<file path="src/rtl/spike_pkg.sv">
// Shared constants and types for the spike frame capture block.
package spike_pkg;

  localparam int unsigned N_CH_DEF        = 18;
  localparam int unsigned UART_BIT_CLKS   = 576;
  localparam int unsigned UART_FRAME_BITS = 20;
  localparam int unsigned WIN_DEF         = UART_BIT_CLKS * UART_FRAME_BITS;

  typedef enum logic {
    IDLE = 1'b0,
    RUN  = 1'b1
  } state_e;

endpackage

</file>
<file path="src/rtl/spike_frame_capture_ch_filter.sv">
// One channel: 2-flop synchronizer, consecutive-mismatch glitch filter and
// rising-edge spike detect on the filtered level.
module ch_filter #(
  parameter int unsigned FILT_LEN = 4
) (
  input  logic sys_clk,
  input  logic sys_reset,
  input  logic ch_async,
  output logic spike_c
);

  localparam int unsigned CNT_W = $clog2(FILT_LEN);

  logic             sync_q1;
  logic             sync_q2;
  logic             level_q;
  logic [CNT_W-1:0] cnt_q;
  logic             mismatch_c;
  logic             flip_c;

  // The level flips on the FILT_LEN-th consecutive mismatch cycle.
  assign mismatch_c = sync_q2 ^ level_q;
  assign flip_c     = mismatch_c && (cnt_q == CNT_W'(FILT_LEN - 1));
  assign spike_c    = flip_c & sync_q2;

  // Synchronizer, mismatch counter and filtered level.
  always_ff @(posedge sys_clk) begin
    if (sys_reset) begin
      sync_q1 <= 1'b0;
      sync_q2 <= 1'b0;
      level_q <= 1'b0;
      cnt_q   <= '0;
    end else begin
      sync_q1 <= ch_async;
      sync_q2 <= sync_q1;
      if (flip_c) begin
        level_q <= sync_q2;
        cnt_q   <= '0;
      end else if (mismatch_c) begin
        cnt_q   <= cnt_q + CNT_W'(1);
      end else begin
        cnt_q   <= '0;
      end
    end
  end

endmodule

</file>
<file path="src/rtl/spike_frame_capture.sv">
// Filters N_CH async spike lines, ORs spikes over a fixed window and hands
// each completed window to the UART transmitter via valid/ready.
module spike_frame_capture
  import spike_pkg::*;
#(
  parameter int unsigned N_CH       = N_CH_DEF,
  parameter int unsigned FILT_LEN   = 4,
  parameter int unsigned WIN_CYCLES = WIN_DEF
) (
  input  logic            sys_clk,
  input  logic            sys_reset,
  input  logic            capture_en,
  input  logic [N_CH-1:0] ch_in,
  input  logic            frame_ready,
  output logic [N_CH-1:0] frame_data,
  output logic            frame_valid,
  output logic [7:0]      frame_seq,
  output logic            overflow
);

  localparam int unsigned WCNT_W = $clog2(WIN_CYCLES);

  state_e            state_q;
  state_e            state_d;
  logic [WCNT_W-1:0] win_cnt_q;
  logic [N_CH-1:0]   acc_q;
  logic [N_CH-1:0]   spike_c;
  logic              active_c;
  logic              win_end_c;
  logic              load_c;
  logic              xfer_c;

  // Per-channel conditioning.
  for (genvar i = 0; i < int'(N_CH); i++) begin : g_ch
    ch_filter #(
      .FILT_LEN (FILT_LEN)
    ) u_filt (
      .sys_clk   (sys_clk),
      .sys_reset (sys_reset),
      .ch_async  (ch_in[i]),
      .spike_c   (spike_c[i])
    );
  end

  // FSM state register.
  always_ff @(posedge sys_clk) begin
    if (sys_reset) state_q <= IDLE;
    else           state_q <= state_d;
  end

  // Next state plus window-end / load decisions; an exit edge discards the window.
  always_comb begin
    state_d   = state_q;
    active_c  = 1'b0;
    win_end_c = 1'b0;
    load_c    = 1'b0;
    xfer_c    = frame_valid & frame_ready;
    case (state_q)
      IDLE:    if (capture_en)  state_d = RUN;
      RUN:     if (!capture_en) state_d = IDLE;
      default: state_d = IDLE;
    endcase
    active_c  = (state_q == RUN) && (state_d == RUN);
    win_end_c = active_c && (win_cnt_q == WCNT_W'(WIN_CYCLES - 1));
    load_c    = win_end_c && (!frame_valid || frame_ready);
  end

  // Window counter, accumulator, frame buffer and overflow flag.
  always_ff @(posedge sys_clk) begin
    if (sys_reset) begin
      win_cnt_q   <= '0;
      acc_q       <= '0;
      frame_data  <= '0;
      frame_valid <= 1'b0;
      frame_seq   <= '0;
      overflow    <= 1'b0;
    end else begin
      if (!active_c || win_end_c) win_cnt_q <= '0;
      else                        win_cnt_q <= win_cnt_q + WCNT_W'(1);

      if (!active_c || load_c) acc_q <= '0;
      else                     acc_q <= acc_q | spike_c;

      if (load_c) begin
        frame_data  <= acc_q | spike_c;
        frame_valid <= 1'b1;
        frame_seq   <= frame_seq + 8'd1;
      end else if (xfer_c) begin
        frame_valid <= 1'b0;
      end

      if (state_q == IDLE)             overflow <= 1'b0;
      else if (win_end_c && !load_c)   overflow <= 1'b1;
    end
  end

endmodule

</file>
<file path="config.mk">
export PLATFORM = sky130hd
export DESIGN_NAME = spike_frame_capture
export DESIGN_NICKNAME = d
export VERILOG_FILES = /design/src/rtl/spike_pkg.sv /design/src/rtl/spike_frame_capture_ch_filter.sv /design/src/rtl/spike_frame_capture.sv
export SDC_FILE = /design/constraint.sdc
export NUM_CORES = 1
export LEC_CHECK = 0
export ABC_CLOCK_PERIOD_IN_PS = 1800
export CAP_MARGIN = 20
export CORE_MARGIN = 2
export CORE_UTILIZATION = 51
export CTS_BUF_LIST = sky130_fd_sc_hd__clkbuf_16
export DETAILED_ROUTE_END_ITERATION = 8
export GPL_TIMING_DRIVEN = 1
export PLACE_DENSITY = 0.75
export SETUP_SLACK_MARGIN = 0.02
export SLEW_MARGIN = 0
export SYNTH_ARGS = -nofsm -noshare
export SYNTH_HDL_FRONTEND = slang
export SYNTH_HIERARCHICAL = 1
export SYNTH_SLANG_ARGS = --single-unit
</file>
<file path="constraint.sdc">
create_clock -name sys_clk -period 1.8 [get_ports sys_clk]
set_clock_uncertainty 0.1 [all_clocks]
set_input_delay 0.54 -clock sys_clk [delete_from_list [all_inputs] [get_ports sys_clk]]
set_output_delay 0.54 -clock sys_clk [all_outputs]
set_load 0.1 [all_outputs]
</file>
Word-level counts from Yosys, hierarchy flattened
Cells that the tools add are included.

cells by class
  add/subtract/negate cells = 20
  eq/ne operators = 19
  mux-type cells = 3
  bitwise logic cells = 57
  reduce and logical (&&, ||, !) cells = 50

operators by type and width
  operator                                                         number
  3-bit OR reduction                                               18
  2-bit by 1-bit adder with 2-bit output, second input constant    18
  2-bit == test, second input constant                             18
  1-bit logical AND                                                22
  1-bit bitwise AND                                                19
  1-bit NOT                                                        19
  18-bit bitwise OR                                                1
  1-bit XOR                                                        18
  14-bit by 1-bit adder with 14-bit output, second input constant  1
  14-bit == test, second input constant                            1
  8-bit by 1-bit adder with 8-bit output, second input constant    1
  2-bit OR reduction                                               3
  1-bit zero test                                                  3
  1-bit logical OR                                                 3
  1-bit 2-to-1 mux                                                 3
  2-bit nonzero test                                               1

word-level totals
  flip-flop bits (word level) = 151
  input port bits = 22
  output and inout bits = 28
  word-level logic and storage cells = 228

Logic depth before layout (Yosys ltp)
  word-level depth = 6
  depth in mapped cells = 7
  depth with buffers taken out = 5

Cells and area by module
The synthesis kept the hierarchy.

by module, submodules not included
  module               times used  cells an instance  area an instance (µm²)  seq. area each (µm²)
  ch_filter            18          15                 173.9                   100.1
  spike_frame_capture  1           242                2308.5                  1221.2

Worst setup path after synthesis
OpenSTA, ideal clock, no wires.

  kind = flip-flop to flip-flop
  start = register frame_seq[2]
  end = register frame_seq[7]
  setup time = 70 ps
  arrival = 2002 ps
  data required time = 1630 ps
  setup slack = -372 ps
  cell stages (with the launch flop) = 5
  clock period less this slack = 2172 ps
  cells stage by stage = dfxtp_1 -> and4_1 -> nand4_1 -> or4_1 -> a21oi_1

on the way
  cells in the longest elaborated chain, start to end = 1

ends and longest elaborated chain
  item                                    RTL line                   source
  start, declared                         spike_frame_capture.sv:17  output logic [7:0] frame_seq,
  start signal, assigned                  spike_frame_capture.sv:87  frame_seq <= frame_seq + 8'd1;
  8-bit by 1-bit adder with 8-bit output  spike_frame_capture.sv:87

Every way passes these cells.
A chain may end at the register's enable or synchronous reset.

Worst setup path in the final report
  start = register win_cnt_q[8]
  end = register frame_data[11]

on the way
  cells in the longest elaborated chain, start to end = 3

ends and longest elaborated chain
  item                    RTL line                   source
  start, declared         spike_frame_capture.sv:25  logic [WCNT_W-1:0] win_cnt_q;
  start signal, assigned  spike_frame_capture.sv:79  else win_cnt_q <= win_cnt_q + WCNT_W'(1);
  14-bit == test          spike_frame_capture.sv:64  win_end_c = active_c && (win_cnt_q == WCNT_W'(WIN_CYCLES - 1));
  1-bit logical AND       spike_frame_capture.sv:64
  1-bit logical AND       spike_frame_capture.sv:65  load_c = win_end_c && (!frame_valid || frame_ready);
  end signal, assigned    spike_frame_capture.sv:85  frame_data <= acc_q | spike_c;
  end, declared           spike_frame_capture.sv:15  output logic [N_CH-1:0] frame_data,

Every way passes these cells.

==> results.sh <==
export IMPL_clock_fmax_ghz=0.5284
export IMPL_rows=37
export IMPL_min_period_ns=1.893
export IMPL_critPathRequiredTime_ns=2.02
export IMPL_power_density_nw_per_um2=908.2
export IMPL_grt_antenna_before_repair=0
export IMPL_maxCapViolations=0
export IMPL_p_total_mw=6.964
export IMPL_setup_ws_ns=-0.09253
export IMPL_holdCritStartpoint="sys_reset"
export IMPL_core_sq_um=10320
export IMPL_clockPowerShare_pct=48.2
export IMPL_track_usage_pct=21.48
export IMPL_p_leak_nw=2.848
export IMPL_p_sw_share_pct=20.94
export IMPL_numClockSinks=151
export IMPL_min_period_over_period_pct=105.1
export IMPL_violations="setup timing"
export IMPL_setup_viol=41
export IMPL_crit_fanout=7
export IMPL_vdd_drop_max_v=0.0006967
export IMPL_antenna_cells=0
export IMPL_placed_area_sq_um=6586
export IMPL_path_delay_family="simple AND/OR/NAND/NOR gates"
export IMPL_path_cells="nor4b_4, buf_4, and4b_4, buf_12, buf_16, a21oi_2, a311oi_1"
export IMPL_slowest_stage="and4b_4"
export IMPL_design_area_sq_um=7669
export IMPL_clkLatencyLatePin_ns=0.41
export IMPL_seqCellArea_sq_um=3042
export IMPL_netlist_instances=512
export IMPL_internal_power_mw=5.506
export IMPL_synth_yosys_warnings=6
export IMPL_ios=50
export IMPL_syn_to_final_growth_pct=40.99
export IMPL_wl_um=12880
export IMPL_ys_types=34
export IMPL_multi_input_area_sq_um=2572
export IMPL_max_stage_delay_ns=0.34
export IMPL_cts_tree="done"
export IMPL_avgSynthCellArea_sq_um=10.62
export IMPL_fp_dieW_um=107.3
export IMPL_cts_root_buffer="clkbuf_16"
export IMPL_synth_seq_cells=151
export IMPL_p_sw_mw=1.458
export IMPL_place_hpwl_um=6598
export IMPL_drtAntennaViolNets=0
export IMPL_place_gp_congestion=0.7740
export IMPL_synth_nets=554
export IMPL_start_kind="flip-flop"
export IMPL_r2r_end="frame_data[11]$_SDFFE_PP0P_"
export IMPL_port_buffers=49
export IMPL_drive_gt1_share_pct=29.07
export IMPL_worst_hold_path_endpoint="state_q$_SDFF_PP0_"
export IMPL_drv_slew=0
export IMPL_htreeDepth=4
export IMPL_yosysSeqAreaShare_pct=55.58
export IMPL_num_vias=4188
export IMPL_nNetsFinal=655
export IMPL_fill_cells=641
export IMPL_relSlewSlack_pct=72.36
export IMPL_hp_class="primary input to flip-flop"
export IMPL_routed_via_density=5.496
export IMPL_worst_slew_pin_slew_ns=0.4110
export IMPL_endpoint_kind="flip-flop"
export IMPL_seqPwrFrac_pct=49.0
export IMPL_rsz0062_at_grt="true"
export IMPL_drt_iter0_markers=209
export IMPL_grt_remaining_overflow=0
export IMPL_comb_power_share_pct=2.7
export IMPL_wl_per_cell_um=16.90
export IMPL_critical_path_class="flip-flop to flip-flop"
export IMPL_clockBufferDepth=2
export IMPL_outcome="finished, violations left"
export IMPL_grt_pass1_vias=4057
export IMPL_die_area_sq_um=11510
export IMPL_start_util_pct=52.68
export IMPL_die_h_um=107.3
export IMPL_synthesis_area_sq_um=5439
export IMPL_min_path_cells=2
export IMPL_drtPass1Iterations=5
export IMPL_rr_worst_depth=7
export IMPL_r2r_start="win_cnt_q[8]$_SDFF_PP0_"
export IMPL_numCtsBuffers=17
export IMPL_grt_pass1_wl_um=19330
export IMPL_grt_max_degree=59
export IMPL_cts_clk_slew_worst_paths_ns=0.06
export IMPL_hold_violations=0
export IMPL_arrival_ns=2.12
export IMPL_cp_buffers_inverters=3
export IMPL_drcViolationCount=0
export IMPL_rrSetupSlack_ns=-0.09
## routing by layer
layer / routed length [um] / vias up / track usage [%]
met5: 0 / - / 0
met4: 287 / 0 / 7.050
met3: 573 / 29 / 6.295
met2: 6740 / 120 / 37.25
met1: 5279 / 2022 / 25.45
li1: - / 2017 / -
## cell usage in the layout, fill, tap and decap left out, drive strengths merged
master         synthesis  routed
and2                   1       1
nor3                   1       1
clkinvlp               0       1
nor3b                  2       2
nor2b                 38      38
and3                   2       2
a311oi                18      18
nand3                  9       9
nor4                  18      18
ha                    20      20
a21oi                 46      46
and4b                  1       1
dfxtp                151     151
o21ai                  4       4
clkbuf                 7      19
nand2b                20      20
buf                    9      75
clkdlybuf4s50          0      19
nor4b                 19      19
or3                    1       1
inv                    2       3
xnor2                 22      22
bufinv                 0       2
nand2                 22      22
nand4                  4       4
or4                    6       6
clkinv                 0      11
nor2                  69      69
dlygate4sd2            0       1
o31ai                  6       6
xor2                   8       8
and4                   5       5
nand4b                 1       2
## timing repair
action                                  4_1_cts  5_1_grt
gates resized for setup                      20       45
hold buffers                                  0        0
endpoints found under the setup margin       43       45
buffers inserted                             13        3
endpoints found under the hold margin         0        0
gates cloned                                  3        3
pin swaps                                    15       31
## worst register-to-register path, delay by kind of cell, from the launching register on
kind | cells | cell delay (ns)
DFF | 1 | 0.33
and+or+nand+nor | 2 | 0.63
AOI/OAI and AO/OA | 2 | 0.28
buffers and inverters | 3 | 0.47
## power by group through the flow
stage / logic, mW / registers, mW / clock network (mW)
global route: 0.207 / 3.42 / 3.55
finish: 0.190 / 3.42 / 3.36
CTS: 0.180 / 3.42 / 3.39
floorplan: 0.0734 / 3.48 / 0
detailed placement: 0.177 / 3.49 / 0
global placement: 0.170 / 3.49 / 0
## how the worst max path moves through the flow
stage	end	start	depth (start not counted)	slack, ns
detailed placement	frame_seq[5]$_SDFFE_PP0P_	capture_en	5	-0.59
CTS	frame_seq[5]$_SDFFE_PP0P_	win_cnt_q[9]$_SDFF_PP0_	5	0.02
floorplan	frame_seq[7]$_SDFFE_PP0P_	frame_seq[6]$_SDFFE_PP0P_	3	-0.06
global placement	frame_seq[5]$_SDFFE_PP0P_	capture_en	5	-0.49
finish	frame_data[11]$_SDFFE_PP0P_	win_cnt_q[8]$_SDFF_PP0_	7	-0.09
global route	frame_data[11]$_SDFFE_PP0P_	win_cnt_q[8]$_SDFF_PP0_	7	-0.16
## state kept, by name, summed over array words and instances, names as in the netlist
name                 flops
g_ch.u_filt/cnt_q       36
acc_q                   18
frame_data              18
g_ch.u_filt/level_q     18
g_ch.u_filt/sync_q1     18
g_ch.u_filt/sync_q2     18
win_cnt_q               14
frame_seq                8
frame_valid              1
overflow                 1
state_q                  1
## through the flow
stage | utilization [%] | setup TNS, ns | instances | setup WS (ns) | hold slack (ns)
global placement | 63.80 | -20.86 | 709 | -0.4862 | 0.3136
CTS | 71.60 | 0 | 757 | 0.01933 | 0.2892
floorplan | - | -0.05881 | 512 | -0.05881 | 0.3054
detailed placement | 63.80 | -23.16 | 709 | -0.5855 | 0.3206
finish | 74.28 | -1.275 | 762 | -0.09253 | 0.2994
global route | 74.28 | -4.433 | 762 | -0.1604 | 0.2958
## kinds of logic after synthesis
logic type                 count (synthesis)  share of synthesized area (%)
xor gates and xnor gates                  30                          4.831
adders and majority gates                 20                          4.601
DFF                                      151                          55.58
and+or+nand+nor                          219                          24.80
AOI/OAI and AO/OA                         74                          8.396
buffers and inverters                     18                          1.794
## cell usage after synthesis
cell,number,area share (%)
a311oi_1,18,2.9
nor3_1,1,0.092
nand4_1,4,0.46
nor2b_1,38,4.4
dfxtp_1,151,56
nand4b_4,1,0.44
and2_1,1,0.12
or3_1,1,0.12
xnor2_1,22,3.5
a21oi_1,46,4.2
and3_1,2,0.23
buf_4,3,0.41
nand2_1,22,1.5
inv_1,2,0.14
and4_1,5,0.81
o21ai_0,2,0.18
nand3_1,9,0.83
o21ai_1,1,0.092
nor4b_2,18,5.0
nand2b_1,20,2.3
nor3b_1,2,0.28
xor2_1,8,1.3
and4b_1,1,0.18
nor4b_4,1,0.44
buf_1,1,0.069
o21ai_2,1,0.16
nor2_1,69,4.8
ha_1,20,4.6
or4_1,6,0.83
clkbuf_1,7,0.48
buf_6,2,0.41
o31ai_1,6,0.83
buf_2,3,0.28
nor4_1,18,2.1
## area by class of cell
class,count,area share [%]
Inverter,2,0.09790
Timing Repair Buffer,97,17.12
Clock buffer,17,5.547
Clock inverter,15,1.811
Multi-Input combinational cell,344,33.55
Sequential cell,151,39.66
Tap cell,136,2.219
Note: power is estimated with default switching activity, not from simulation.
